$ cat src/rtl/tag_check.sv
// tag_check: tag compare, refill request and victim tag write.
// Ports:
//   clk, arst_n                     clock, asynchronous active-low reset
//   i_halt                          freeze all state
//   i_tag, i_set, i_data, i_valid   lookup from the tag array
//   o_ready                         lookup accepted this cycle
//   o_valid, o_hit, o_way, o_set    result to the data-array stage
//   o_refill_*                      refill request to memory
//   i_refill_ready, i_refill_done   memory handshake
//   o_w_*                           tag-array write port
// Macro TAG_CHECK_INVALID_FIRST_EN: victim is the lowest invalid way,
// falling back to the round-robin pointer.
module tag_check #(
    parameter int TAG_WIDTH  = 7,
    parameter int NUM_BLOCKS = 4,
    parameter int ADDR_WIDTH = 4,
    parameter int ROW_WIDTH  = NUM_BLOCKS * (TAG_WIDTH + 1)
) (
    input  logic                  clk,
    input  logic                  arst_n,
    input  logic                  i_halt,
    input  logic [TAG_WIDTH-1:0]  i_tag,
    input  logic [ADDR_WIDTH-1:0] i_set,
    input  logic [ROW_WIDTH-1:0]  i_data,
    input  logic                  i_valid,
    output logic                  o_ready,
    output logic                  o_valid,
    output logic                  o_hit,
    output logic [NUM_BLOCKS-1:0] o_way,
    output logic [ADDR_WIDTH-1:0] o_set,
    output logic                  o_refill_valid,
    output logic [TAG_WIDTH-1:0]  o_refill_tag,
    output logic [ADDR_WIDTH-1:0] o_refill_set,
    input  logic                  i_refill_ready,
    input  logic                  i_refill_done,
    output logic                  o_w_valid,
    output logic [ADDR_WIDTH-1:0] o_w_addr,
    output logic [ROW_WIDTH-1:0]  o_w_data,
    output logic [NUM_BLOCKS-1:0] o_w_wmask
);

    localparam int FW    = TAG_WIDTH + 1;
    localparam int PTR_W = (NUM_BLOCKS > 1) ? $clog2(NUM_BLOCKS) : 1;

    typedef enum logic [1:0] {IDLE, REQ, WAIT, FILL} state_t;

    state_t                state_q, state_d;
    logic [PTR_W-1:0]      ptr_q, ptr_d;
    logic [NUM_BLOCKS-1:0] victim_q, victim_d;
    logic                  use_ptr_q, use_ptr_d;
    logic                  valid_q, valid_d;
    logic                  hit_q, hit_d;
    logic [NUM_BLOCKS-1:0] way_q, way_d;
    logic [ADDR_WIDTH-1:0] set_q, set_d;
    logic                  rf_valid_q, rf_valid_d;
    logic [TAG_WIDTH-1:0]  rf_tag_q, rf_tag_d;
    logic [ADDR_WIDTH-1:0] rf_set_q, rf_set_d;
    logic                  w_valid_q, w_valid_d;
    logic [ADDR_WIDTH-1:0] w_addr_q, w_addr_d;
    logic [ROW_WIDTH-1:0]  w_data_q, w_data_d;
    logic [NUM_BLOCKS-1:0] w_wmask_q, w_wmask_d;

    logic [NUM_BLOCKS-1:0] match_way;
    logic                  any_hit;
    logic [NUM_BLOCKS-1:0] ptr_oh;
    logic [PTR_W-1:0]      ptr_next;
    logic [NUM_BLOCKS-1:0] miss_victim;
    logic                  miss_use_ptr;

    assign o_ready = (state_q == IDLE) && !i_halt;

    // Lowest matching way wins if several (illegally) match.
    always_comb begin
        match_way = '0;
        any_hit   = 1'b0;
        for (int k = 0; k < NUM_BLOCKS; k++) begin
            if (!any_hit && i_data[k*FW+TAG_WIDTH] &&
                i_data[k*FW +: TAG_WIDTH] == i_tag) begin
                match_way[k] = 1'b1;
                any_hit      = 1'b1;
            end
        end
    end

    assign ptr_oh   = NUM_BLOCKS'(1) << ptr_q;
    assign ptr_next = (ptr_q == PTR_W'(NUM_BLOCKS - 1)) ? '0
                                                       : ptr_q + 1'b1;

`ifdef TAG_CHECK_INVALID_FIRST_EN
    logic [NUM_BLOCKS-1:0] inv_way;
    logic                  any_inv;

    always_comb begin
        inv_way = '0;
        any_inv = 1'b0;
        for (int k = 0; k < NUM_BLOCKS; k++) begin
            if (!any_inv && !i_data[k*FW+TAG_WIDTH]) begin
                inv_way[k] = 1'b1;
                any_inv    = 1'b1;
            end
        end
        miss_victim  = any_inv ? inv_way : ptr_oh;
        miss_use_ptr = !any_inv;
    end
`else
    assign miss_victim  = ptr_oh;
    assign miss_use_ptr = 1'b1;
`endif

    always_comb begin
        state_d    = state_q;
        ptr_d      = ptr_q;
        victim_d   = victim_q;
        use_ptr_d  = use_ptr_q;
        valid_d    = valid_q;
        hit_d      = hit_q;
        way_d      = way_q;
        set_d      = set_q;
        rf_valid_d = rf_valid_q;
        rf_tag_d   = rf_tag_q;
        rf_set_d   = rf_set_q;
        w_valid_d  = w_valid_q;
        w_addr_d   = w_addr_q;
        w_data_d   = w_data_q;
        w_wmask_d  = w_wmask_q;
        if (!i_halt) begin
            valid_d   = 1'b0;
            w_valid_d = 1'b0;
            unique case (state_q)
                IDLE: begin
                    if (i_valid) begin
                        valid_d = 1'b1;
                        set_d   = i_set;
                        hit_d   = any_hit;
                        way_d   = match_way;
                        if (!any_hit) begin
                            rf_valid_d = 1'b1;
                            rf_tag_d   = i_tag;
                            rf_set_d   = i_set;
                            victim_d   = miss_victim;
                            use_ptr_d  = miss_use_ptr;
                            state_d    = REQ;
                        end
                    end
                end
                REQ: begin
                    if (i_refill_ready) begin
                        rf_valid_d = 1'b0;
                        state_d    = WAIT;
                    end
                end
                WAIT: begin
                    if (i_refill_done) begin
                        w_valid_d = 1'b1;
                        w_addr_d  = rf_set_q;
                        w_wmask_d = victim_q;
                        w_data_d  = {NUM_BLOCKS{{1'b1, rf_tag_q}}};
                        valid_d   = 1'b1;
                        hit_d     = 1'b1;
                        way_d     = victim_q;
                        set_d     = rf_set_q;
                        state_d   = FILL;
                    end
                end
                FILL: begin
                    if (use_ptr_q) ptr_d = ptr_next;
                    state_d = IDLE;
                end
                default: state_d = IDLE;
            endcase
        end
    end

    always_ff @(posedge clk or negedge arst_n) begin
        if (!arst_n) begin
            state_q    <= IDLE;
            ptr_q      <= '0;
            victim_q   <= '0;
            use_ptr_q  <= 1'b0;
            valid_q    <= 1'b0;
            hit_q      <= 1'b0;
            way_q      <= '0;
            set_q      <= '0;
            rf_valid_q <= 1'b0;
            rf_tag_q   <= '0;
            rf_set_q   <= '0;
            w_valid_q  <= 1'b0;
            w_addr_q   <= '0;
            w_data_q   <= '0;
            w_wmask_q  <= '0;
        end else begin
            state_q    <= state_d;
            ptr_q      <= ptr_d;
            victim_q   <= victim_d;
            use_ptr_q  <= use_ptr_d;
            valid_q    <= valid_d;
            hit_q      <= hit_d;
            way_q      <= way_d;
            set_q      <= set_d;
            rf_valid_q <= rf_valid_d;
            rf_tag_q   <= rf_tag_d;
            rf_set_q   <= rf_set_d;
            w_valid_q  <= w_valid_d;
            w_addr_q   <= w_addr_d;
            w_data_q   <= w_data_d;
            w_wmask_q  <= w_wmask_d;
        end
    end

    assign o_valid        = valid_q;
    assign o_hit          = hit_q;
    assign o_way          = way_q;
    assign o_set          = set_q;
    assign o_refill_valid = rf_valid_q;
    assign o_refill_tag   = rf_tag_q;
    assign o_refill_set   = rf_set_q;
    assign o_w_valid      = w_valid_q;
    assign o_w_addr       = w_addr_q;
    assign o_w_data       = w_data_q;
    assign o_w_wmask      = w_wmask_q;

endmodule

$ cat config.mk
export PLATFORM = sky130hd
export DESIGN_NAME = tag_check
export DESIGN_NICKNAME = d
export VERILOG_FILES = /design/src/rtl/tag_check.sv
export SDC_FILE = /design/constraint.sdc
export NUM_CORES = 1
export LEC_CHECK = 0
export CAP_MARGIN = 20
export CORE_MARGIN = 2
export CORE_UTILIZATION = 55
export DETAILED_ROUTE_END_ITERATION = 10
export DONT_BUFFER_PORTS = 1
export PLACE_DENSITY = 0.7
export SYNTH_ARGS = -nofsm -noshare
export SYNTH_HDL_FRONTEND = slang
export SYNTH_SLANG_ARGS = --single-unit
$ cat constraint.sdc
create_clock -name clk -period 1.98 [get_ports clk]
set_input_delay 0.198 -clock clk [delete_from_list [all_inputs] [get_ports clk]]
set_output_delay 0.198 -clock clk [all_outputs]
set_load 0.01 [all_outputs]
==> impl_metrics.ini <==
[cells_and_area]
final_core_util_pct = 57.6
diodes = 0
fin_cells = 261
layout-drive-gt1-share_pct = 26.6
finalNetCount = 263
areaGrowthSynthToFinish_pct = 1.75

[sta]
slew_headroom_pct = 72.7
worstMarginPinSlew_ps = 410
post-route-period-util_pct = 94.4
maxSlewViolCount = 0
skew_ps = 5.17
fmax_ghz = 0.535
finalHoldViolCount = 0
period_needed_ps = 1870
finalSetupViolCount = 0

[power_and_ir_drop]
sw_frac_of_total_pct = 38.8
pwr-share-clk_pct = 17.9
pwr-share-comb_pct = 29.0
power.internal_mw = 2.53
pwr-share-seq_pct = 53.1
ir_worst_vdd_mv = 0.904
p_leak_nw = 1.22
power_density_nw_per_um2 = 1540
p_sw_mw = 1.60

[die]
chipWidth_um = 73.3
placeableCoreArea_um2 = 4660
die_area_um2 = 5370
initial_core_util_pct = 56.6
ioPinCount = 113
die_y_um = 73.3
num_rows = 25

[clock_network]
cts_root_buffer = clkbuf_8
cts_buffers = 5
clk_latency_ps = 300
cts_sinks = 48
clk_pin_slew_worst_paths_ps = 90
clockBufferDepth = 2
cts_tree = yes
cts-htree-levels = 2

[setup_path]
crit_required_ps = 2170
cpPeakStageDelay_ps = 430
arrival_ps = 2060
cp_max_fo = 11
path_delay_family = buffers and inverters
crit_chain = inv_1, ha_1, inv_1, nor2_2, nand3_4, buf_4, mux2_4
path_class = reg -> reg
r2r_start = state_q[1]$_DFFE_PN0P_
r2r_slack_ps = 110
worstPathBufferInverterCount = 3
r2r_end = victim_q[2]$_DFFE_PN0P_
slowest_stage = dfrtp_1
worstRegToRegCells = 7
cp-start-kind = flop
cpMostUsedCell = inv_1
cp-end-kind = flop

[synthesis]
synth_ff_type = dfrtp_1
yosysWarnings = 0
ys_seq_area_share_pct = 45.5
synthCells = 224
synth_seq_cells = 48
synthTopCellsByCount = dfrtp_1 (48), buf_4 (24), mux2_2 (24), xor2_1 (24), nor2_1 (13)
synth_top_area_share_pct = 45.5
synth.area.top_cells = dfrtp_1 (46%), mux2_2 (10%), xor2_1 (8.0%), buf_4 (6.8%), mux2_4 (4.6%)
synth_edf_count = 0
synth_nets = 281
netlist_area_um2 = 2640
ys_types = 39
syn_avg_cell_area_um2 = 11.8
synthMostInstantiatedCell = dfrtp_1
yosysTopAreaCell = dfrtp_1
synthArstFlopShare_pct = 100

[route]
route.detailed.drc = 0
vias = 1534
vias_per_cell = 5.88
first_pass_iters = 4
ant_nets = 0
drtIter0Drc = 32
routed_wl_um = 5180
post_drt_wl_per_cell_um = 19.8

[hold_path]
hold_depth = 2
hold_start = i_halt
hold_end = o_w_valid$_DFFE_PN0N_
min_path_type = in -> reg

[global_routing]
overflow = 0
antenna_found_initial = 0
grt_pass1_wl_um = 8190
grt_use_total_pct = 20.2
grt_pass1_vias = 1572
grt_max_degree = 49

[placement]
dp_cells = 249
port_buffers = 0
place_congestion = 0.864
post-dp-hpwl_um = 3750

[job]
drv_cap = 0

[run_status]
status = finished, final reports clean
[per-stage QoR]
| step | hold slack [ps] | TNS, ps | instance area, um^2 | total power, mW | worst slack [ps] |
|---|---|---|---|---|---|
| final | 10.8 | 0 | 2690 | 4.13 | 110 |
| after global routing | 0.641 | -5.88 | 2690 | 4.43 | -5.88 |
| after CTS | 4.34 | 0 | 2680 | 4.16 | 97.1 |
| after detailed placement | -96.2 | -56.7 | 2500 | 3.37 | -11.5 |
| after global placement | -96.4 | 0 | 2500 | 3.29 | 123 |
| after floorplan | -97.6 | 0 | 2640 | 3.36 | 102 |
[metal layers]
layer  up-vias  track usage (%)  part of all wire [%]  wire length (um)
met5         -                0                     0                 0
met4         0             5.76                   1.1                58
met3         6             6.58                   7.3               380
met2        64             32.3                    48              2510
met1       765             26.3                    43              2230
li1        699                -                     -                 -
[power by group through the flow]
| stage | sequential, mW | combinational [mW] | clock (mW) |
|---|---|---|---|
| 6_report | 2.19 | 1.20 | 0.740 |
| 5_1_grt | 2.28 | 1.34 | 0.801 |
| 4_1_cts | 2.20 | 1.20 | 0.757 |
| 3_5_place_dp | 2.22 | 1.15 | 0 |
| 3_3_place_gp | 2.20 | 1.09 | 0 |
| 2_1_floorplan | 1.96 | 1.40 | 0 |
[flip-flops by register name, summed over array words and instances, names as in the netlist, 2 cells and up]
name          count
o_w_wmask         4
o_w_data          8
victim_q          4
o_way             4
o_set             4
ptr_q             2
o_refill_set      4
o_refill_tag      7
o_w_addr          4
state_q           2
[area by class of cell]
type	count	area, um^2
clock buffer	6	82.6
multi-input combinational	134	1160
fill	381	1980
tap	54	67.6
clock inverter	2	38.8
inverter	7	26.3
timing repair buffer	10	110
sequential	48	1200
[logic make-up after synthesis]
group | Yosys count | share of synthesized area (%)
AOI/OAI and AO/OA | 21 | 5.26
xor gates and xnor gates | 28 | 9.29
adders and majority gates | 8 | 3.79
buffers and inverters | 42 | 10.8
DFF | 48 | 45.5
muxes | 36 | 16.3
and+or+nand+nor | 41 | 9.01
[worst max path at each step]
stage | depth (start not counted) | slack [ps] | to | startpoint
2_1_floorplan | 7 | 100 | o_refill_tag[1]$_DFFE_PN0P_ | state_q[0]$_DFFE_PN0P_
3_3_place_gp | 6 | 120 | o_refill_set[1]$_DFFE_PN0P_ | i_tag[2]
3_5_place_dp | 6 | -10 | o_refill_tag[4]$_DFFE_PN0P_ | state_q[0]$_DFFE_PN0P_
4_1_cts | 7 | 100 | victim_q[2]$_DFFE_PN0P_ | state_q[1]$_DFFE_PN0P_
5_1_grt | 7 | -6 | victim_q[2]$_DFFE_PN0P_ | state_q[1]$_DFFE_PN0P_
6_report | 7 | 110 | victim_q[2]$_DFFE_PN0P_ | state_q[1]$_DFFE_PN0P_
[cell usage in the layout, fill, tap and decap left out, drive strengths merged, types with 2 or more instances in the layout]
master,count
dfrtp,48
mux2,32
xor2,24
nor2,13
a21oi,10
buf,9
ha,8
inv,7
nand2,6
clkbuf,6
nand4,5
nand2b,5
mux2i,4
xnor2,4
nor4,4
nand3b,2
o21ai,2
[what timing repair did]
action / in CTS / in global routing
hold buffers: 2 / 0
resized for setup: 0 / 3
hold endpoints to repair: 48 / 0
pin swaps: 1 / 0
setup buffers: 2 / 0
endpoints found under the setup margin: 10 / 26
Power figures use the tool's default switching activity.
